File: src/rtl/spi_byte_master.sv
// spi_byte_master
// Single-byte, full-duplex SPI master. One byte is accepted per handshake,
// shifted out MSB-first on MOSI while MISO is shifted in, and the received
// byte is returned with a one-cycle valid strobe.
//
// Parameters:
//   SPI_MODE          SPI mode 0-3 (CPOL = SPI_MODE[1], CPHA = SPI_MODE[0])
//   CLKS_PER_HALF_BIT i_Clk cycles per SCLK half-period (must be >= 2)
//
// Ports:
//   i_Clk       system clock, rising edge
//   i_Reset     synchronous active-high reset
//   i_TX_Byte   byte to send, sampled on the accept cycle only
//   i_TX_DV     transmit request, accepted when o_TX_Ready=1
//   o_TX_Ready  idle and able to accept a byte
//   o_RX_DV     one-cycle pulse, o_RX_Byte holds a new byte
//   o_RX_Byte   last received byte
//   o_SPI_Clk   SCLK, idles at CPOL
//   o_SPI_MOSI  serial data out, MSB first
//   i_SPI_MISO  serial data in, MSB first
//   o_SPI_CS_n  active-low chip select (only when SPI_MASTER_CS_EN is defined)
//
// Optional feature macro: SPI_MASTER_CS_EN adds the o_SPI_CS_n output.
module spi_byte_master #(
  parameter int SPI_MODE          = 0,
  parameter int CLKS_PER_HALF_BIT = 4
) (
  input  logic       i_Clk,
  input  logic       i_Reset,
  input  logic [7:0] i_TX_Byte,
  input  logic       i_TX_DV,
  output logic       o_TX_Ready,
  output logic       o_RX_DV,
  output logic [7:0] o_RX_Byte,
  output logic       o_SPI_Clk,
  output logic       o_SPI_MOSI,
  input  logic       i_SPI_MISO
`ifdef SPI_MASTER_CS_EN
  ,
  output logic       o_SPI_CS_n
`endif
);

  localparam logic [1:0] MODE = 2'(SPI_MODE);
  localparam logic       CPOL = MODE[1];
  localparam logic       CPHA = MODE[0];

  // Half-bit counter only needs to reach CLKS_PER_HALF_BIT-1.
  localparam int            CW        = $clog2(CLKS_PER_HALF_BIT);
  localparam logic [CW-1:0] HALF_LAST = CW'(CLKS_PER_HALF_BIT - 1);

  if (CLKS_PER_HALF_BIT < 2) begin : g_bad_half_bit
    $error("spi_byte_master: CLKS_PER_HALF_BIT must be at least 2");
  end

  typedef enum logic {
    IDLE  = 1'b0,
    SHIFT = 1'b1
  } state_t;

  state_t        state;
  state_t        state_next;
  logic [CW-1:0] half_cnt;
  logic [4:0]    edge_cnt;   // SCLK toggles issued so far, 0..16
  logic [7:0]    tx_shift;   // bits still to be driven, next one in [7]
  logic [7:0]    rx_shift;
  logic          accept;
  logic          toggle;
  logic          done;
  logic          leading;
  logic          sample_edge;
  logic          drive_edge;

  // Odd toggles (edge_cnt even before the increment) are leading edges.
  assign leading     = ~edge_cnt[0];
  assign sample_edge = (leading == ~CPHA);
  // CPHA=1 drives on leading edges; CPHA=0 drives on trailing edges except
  // the last, since bit7 was already placed on MOSI at accept.
  assign drive_edge  = CPHA ? leading : (~leading && (edge_cnt != 5'd15));

  // State register.
  always_ff @(posedge i_Clk) begin
    if (i_Reset) begin
      state <= IDLE;
    end else begin
      state <= state_next;
    end
  end

  // Next-state and per-cycle control strobes.
  always_comb begin
    state_next = state;
    accept     = 1'b0;
    toggle     = 1'b0;
    done       = 1'b0;
    case (state)
      IDLE: begin
        if (i_TX_DV) begin
          accept     = 1'b1;
          state_next = SHIFT;
        end else begin
          state_next = IDLE;
        end
      end
      SHIFT: begin
        if (edge_cnt == 5'd16) begin
          done       = 1'b1;
          state_next = IDLE;
        end else if (half_cnt == HALF_LAST) begin
          toggle = 1'b1;
        end else begin
          toggle = 1'b0;
        end
      end
      default: begin
        state_next = IDLE;
      end
    endcase
  end

  // Datapath: counters, shift registers and registered outputs.
  always_ff @(posedge i_Clk) begin
    if (i_Reset) begin
      half_cnt   <= '0;
      edge_cnt   <= 5'd0;
      tx_shift   <= 8'h00;
      rx_shift   <= 8'h00;
      o_TX_Ready <= 1'b1;
      o_RX_DV    <= 1'b0;
      o_RX_Byte  <= 8'h00;
      o_SPI_Clk  <= CPOL;
      o_SPI_MOSI <= 1'b0;
    end else begin
      o_RX_DV <= 1'b0;
      if (accept) begin
        half_cnt   <= '0;
        edge_cnt   <= 5'd0;
        o_TX_Ready <= 1'b0;
        if (CPHA) begin
          tx_shift <= i_TX_Byte;
        end else begin
          o_SPI_MOSI <= i_TX_Byte[7];
          tx_shift   <= {i_TX_Byte[6:0], 1'b0};
        end
      end else if (toggle) begin
        half_cnt  <= '0;
        edge_cnt  <= edge_cnt + 5'd1;
        o_SPI_Clk <= ~o_SPI_Clk;
        if (sample_edge) begin
          rx_shift <= {rx_shift[6:0], i_SPI_MISO};
        end
        if (drive_edge) begin
          o_SPI_MOSI <= tx_shift[7];
          tx_shift   <= {tx_shift[6:0], 1'b0};
        end
      end else if (done) begin
        o_RX_Byte  <= rx_shift;
        o_RX_DV    <= 1'b1;
        o_TX_Ready <= 1'b1;
      end else if (state == SHIFT) begin
        half_cnt <= half_cnt + CW'(1);
      end
    end
  end

`ifdef SPI_MASTER_CS_EN
  // Chip select: low from the cycle after accept through the RX_DV cycle,
  // kept low when the next byte is accepted in the RX_DV cycle.
  always_ff @(posedge i_Clk) begin
    if (i_Reset) begin
      o_SPI_CS_n <= 1'b1;
    end else if (state == IDLE) begin
      o_SPI_CS_n <= ~i_TX_DV;
    end else begin
      o_SPI_CS_n <= 1'b0;
    end
  end
`endif

endmodule

File: config.mk
export PLATFORM = sky130hd
export DESIGN_NAME = spi_byte_master
export DESIGN_NICKNAME = d
export VERILOG_FILES = /design/src/rtl/spi_byte_master.sv
export SDC_FILE = /design/constraint.sdc
export NUM_CORES = 1
export LEC_CHECK = 0
export BUFFER_PORTS_ARGS = -buffer_cell sky130_fd_sc_hd__buf_2
export CAP_MARGIN = 5
export CORE_ASPECT_RATIO = 1.25
export CORE_UTILIZATION = 33
export DETAILED_ROUTE_END_ITERATION = 8
export PLACE_DENSITY_LB_ADDON = 0.2
export SLEW_MARGIN = 20
export SYNTH_ARGS = -nofsm -noshare
export SYNTH_HDL_FRONTEND = slang
export SYNTH_SLANG_ARGS = --single-unit
File: constraint.sdc
create_clock -name i_Clk -period 2.6 [get_ports i_Clk]
set_input_delay 0.78 -clock i_Clk [delete_from_list [all_inputs] [get_ports i_Clk]]
set_output_delay 0.78 -clock i_Clk [all_outputs]
set_load 0.1 [all_outputs]
# Yosys cells after proc, flatten, opt, wreduce, memory -nomap -nowiden
# Index checks and enable logic that the tools add are counted.
# W data, S select, Z words.
# word_totals
reg_bits,35
word_cells,53
# op_classes
n_addsub,2
n_eq_ne,4
muxes,19
n_bitwise,6
n_reduce_logical,12
# op_table
op,count
$mux W8,3
$mux W1,15
$reduce_and A2 Y1,4
$not A1 Y1,6
$reduce_and A3 Y1,2
$reduce_bool A2 Y1,3
$add A5 B1 Y5 const B,1
$eq A5 B5 Y1 const B,1
$ne A5 B4 Y1 const B,1
$reduce_or A3 Y1,1
$add A2 B1 Y2 const B,1
$eq A2 B2 Y1 const B,1
$ne A2 B2 Y1 const B,1
$pmux W1 S2,1
$reduce_or A2 Y1,1
$logic_and A1 B1 Y1,1

# Longest topological paths before layout
# logic_depth
ltp_word,6
mapped_depth,7
mapped_depth_nobuf,6

# Least setup slack after synthesis
# Ideal clock, no wire load.
# synth_path
path_kind,reg-to-output
start,register o_SPI_Clk
end,output o_SPI_Clk
arrival_time_ps,931
setup_slack_ps,889
path_stages_with_launch,1
cell_sequence,dfxtp_1
# synth_lines
item,line,text
"start, declared",35,"output logic o_SPI_Clk,"
"start signal, assigned",148,o_SPI_Clk <= ~o_SPI_Clk;
# No word-level cell between the ends.

# Final worst setup path
# layout_path
start,register edge_cnt[0]
end,register tx_shift[4]
# layout_via
elab_chain_len,5
# layout_rtl
item,line,text
"start, declared",64,logic [4:0] edge_cnt;
"start signal, assigned",147,edge_cnt <= edge_cnt + 5'd1;
$eq A5 B5 Y1,106,if (edge_cnt == 5'd16) begin
$mux W1,106,
$mux W1,96,case (state)
$reduce_bool A2 Y1 (no source line),-,
$reduce_and A2 Y1 (no source line) *,-,
"end signal, assigned",140,tx_shift <= i_TX_Byte;
"end signal, assigned",143,"tx_shift <= {i_TX_Byte[6:0], 1'b0};"
"end signal, assigned",154,"tx_shift <= {tx_shift[6:0], 1'b0};"
"end, declared",65,logic [7:0] tx_shift;
# Every way passes the cells marked *; elsewhere a longest branch is shown, timed or not.
# A chain may end at the register's enable or synchronous reset.

==> metrics.csv <==
metric;value;unit
clk_pin_slew_worst_paths;70;ps
postCtsSetupBuffers;0;
async_flop_share;0;%
relSlewSlack;67.02;%
path_class;reg2reg;
synth_top_area_cell;dfxtp_1;
start_kind;flop;
synth_nets;179;
setup_slack;693.7;ps
cts_hold_buf;0;
drive_above_1_share;18.58;%
dp_slack;685.4;ps
p_leak;0.6619;nW
initial_core_util;34.47;%
met2_length;1556;um
post-place-cells;234;
drt_iter0_markers;64;
worstPathArrival;2050;ps
synth_common_cells;dfxtp_1 (35), a21oi_1 (16), mux2i_1 (15), nand2_1 (15), o21ai_0 (14);
dp_hpwl;2245;um
areaGrowthSynthToFinish;14.96;%
cts_root_buf;clkbuf_8;
r2r_cells;6;
finClkSkew;3.574;ps
yosysMostFrequentCell;dfxtp_1;
ys_types;32;
rr_startpoint;edge_cnt[0];
ys_ff_latch;35;
dr.pass1.iters;4;
power.total;1.039;mW
synth.yosys.seq_area_share;46.28;%
vias_per_cell;5.170;
crit_fanout;8;
syn_area;1514;um2
worstMarginPinSlew;491.9;ps
antenna_found_initial;0;
fp.coreArea;4392;um2
cpMostUsedCell;ha_1;
cts_tree;done;
hold_path_end;rx_shift[7];
worstPathRequired;2740;ps
highest_layer;met4;
finalCoreUtilization;39.63;%
port_buffers;23;
finalHoldViolCount;0;
final_area;1740;um2
clkLatencyLatePin;280;ps
grt_setup_unrepaired;false;
critical_path.max_stage_delay;420;ps
cap_violations;0;
syn_avg_cell_area;9.288;um2
placed_area;1653;um2
grt_remaining_overflow;0;
clock_path_buffers;2;
die_x;62.58;um
hp-start;rx_shift[7];
fin_cells;241;
r2r-end;tx_shift[4];
hp-class;reg2reg;
die_h;77.73;um
vias;1246;
slew_violations;0;
reg2reg_slack;690;ps
hold_ws;467.1;ps
die_area;4864;um2
grt_pass1_wl;5299;um
setup_tns;0;ps
crit_chain;ha_1 > and3_1 > ha_1 > nand4b_1 > o21ai_1 > a221oi_1;
cp-end-kind;flop;
antenna-diode-count;0;
htreeDepth;2;
synth_top_area_share;46.28;%
numCtsBuffers;5;
fin_nets;199;
finalWeightedCongestion;0.7662;
vdd_drop_max;0.3395;mV
hold_depth;2;
synth.area.top_cells;dfxtp_1 (46%), mux2i_1 (9.9%), a21oi_1 (5.3%), o21ai_0 (4.6%), nand2_1 (3.7%);
met3WireLength;126;um
grt_pass1_vias;1196;
clock_sinks;35;
m1WireLength;1443;um
finalCritPeriodShare;73.32;%
drc;0;
syn_inst;163;
grt_max_degree;25;
rows;27;
ys.flop_type;dfxtp_1;
cpMaxStageDelayCell;o21ai_1;
max_freq;524.6;MHz
fin_crit;1906;ps
setup_violations;0;
cts_resized;0;
wl;3158;um
status;finished, final reports clean;
power.density;597.1;nW/um2
track_usage;13.79;%
routedWlPerCell;13.10;um
yosysWarnings;0;
ios;24;
synth-edff-count;0;
ant_nets;0;
[power breakdown]
| group | internal (mW) | leakage [nW] | total (mW) | switching, mW |
|---|---|---|---|---|
| clock | 0.208 | 0.0470 | 0.393 | 0.185 |
| sequential | 0.549 | 0.284 | 0.558 | 0.00842 |
| combinational | 0.0301 | 0.331 | 0.0884 | 0.0583 |
| total | 0.787 | 0.662 | 1.04 | 0.252 |
[sequential cells by signal, summed over array words and instances, names as in the netlist, 2 cells and up]
register,flops
o_RX_Byte,8
rx_shift,8
half_cnt,2
edge_cnt,5
tx_shift,7
[layout by cell type, fill, tap and decap left out, types with 2 or more instances in the layout]
| cell | Yosys | layout |
|---|---|---|
| nand2_1 | 15 | 15 |
| buf_2 | 3 | 23 |
| buf_4 | 2 | 2 |
| clkbuf_8 | 0 | 6 |
| ha_1 | 4 | 4 |
| or3_1 | 2 | 2 |
| nand4b_1 | 2 | 2 |
| dfxtp_1 | 35 | 35 |
| inv_1 | 6 | 6 |
| o21ai_0 | 14 | 14 |
| a21oi_1 | 16 | 16 |
| mux2i_1 | 15 | 15 |
| or4_1 | 3 | 3 |
| nand3_1 | 10 | 10 |
| a211oi_1 | 3 | 3 |
| nor2_1 | 7 | 7 |
| a221oi_1 | 6 | 6 |
[worst max-delay path: cells and delay by family (launching register included)]
family,cells,cell delay [ps]
and+or+nand+nor,2,360
AOI/OAI and AO/OA,2,600
adders and majority gates,2,420
DFF,1,390
[final cells by class]
| class | count | area, um2 |
|---|---|---|
| clock inverter | 1 | 5.005 |
| timing repair buffer | 25 | 130.1 |
| tap | 58 | 72.57 |
| sequential | 35 | 700.7 |
| multi-input combinational | 110 | 726.9 |
| clock buffer | 6 | 82.58 |
| fill | 455 | 2651 |
| inverter | 6 | 22.52 |
[worst max path at each step]
stage / from / endpoint / slack (ps) / cells past startpoint
after global placement: edge_cnt[0] / tx_shift[4] / 710 / 6
after global routing: edge_cnt[0] / tx_shift[4] / 530 / 6
after detailed placement: edge_cnt[0] / tx_shift[4] / 690 / 6
after CTS: edge_cnt[0] / tx_shift[4] / 680 / 6
final: edge_cnt[0] / tx_shift[4] / 690 / 6
after floorplan: o_SPI_Clk / o_SPI_Clk / 890 / 0
[layer usage]
layer	GRT usage, %	vias to the layer above
met2	24.02	25
met5	0	-
met1	15.70	585
met3	4.265	4
li1	-	632
met4	4.884	0
[kinds of logic (layout without fill, tap and decap cells)]
| family | count (synthesis) | count (layout) | share of synthesized area [%] |
|---|---|---|---|
| buffers and inverters | 18 | 38 | 5.702 |
| AOI/OAI and AO/OA | 43 | 43 | 16.86 |
| muxes | 15 | 15 | 9.917 |
| DFF | 35 | 35 | 46.28 |
| adders and majority gates | 4 | 4 | 3.306 |
| and+or+nand+nor | 48 | 48 | 17.94 |
No activity file was read; power rests on OpenSTA's default activity.
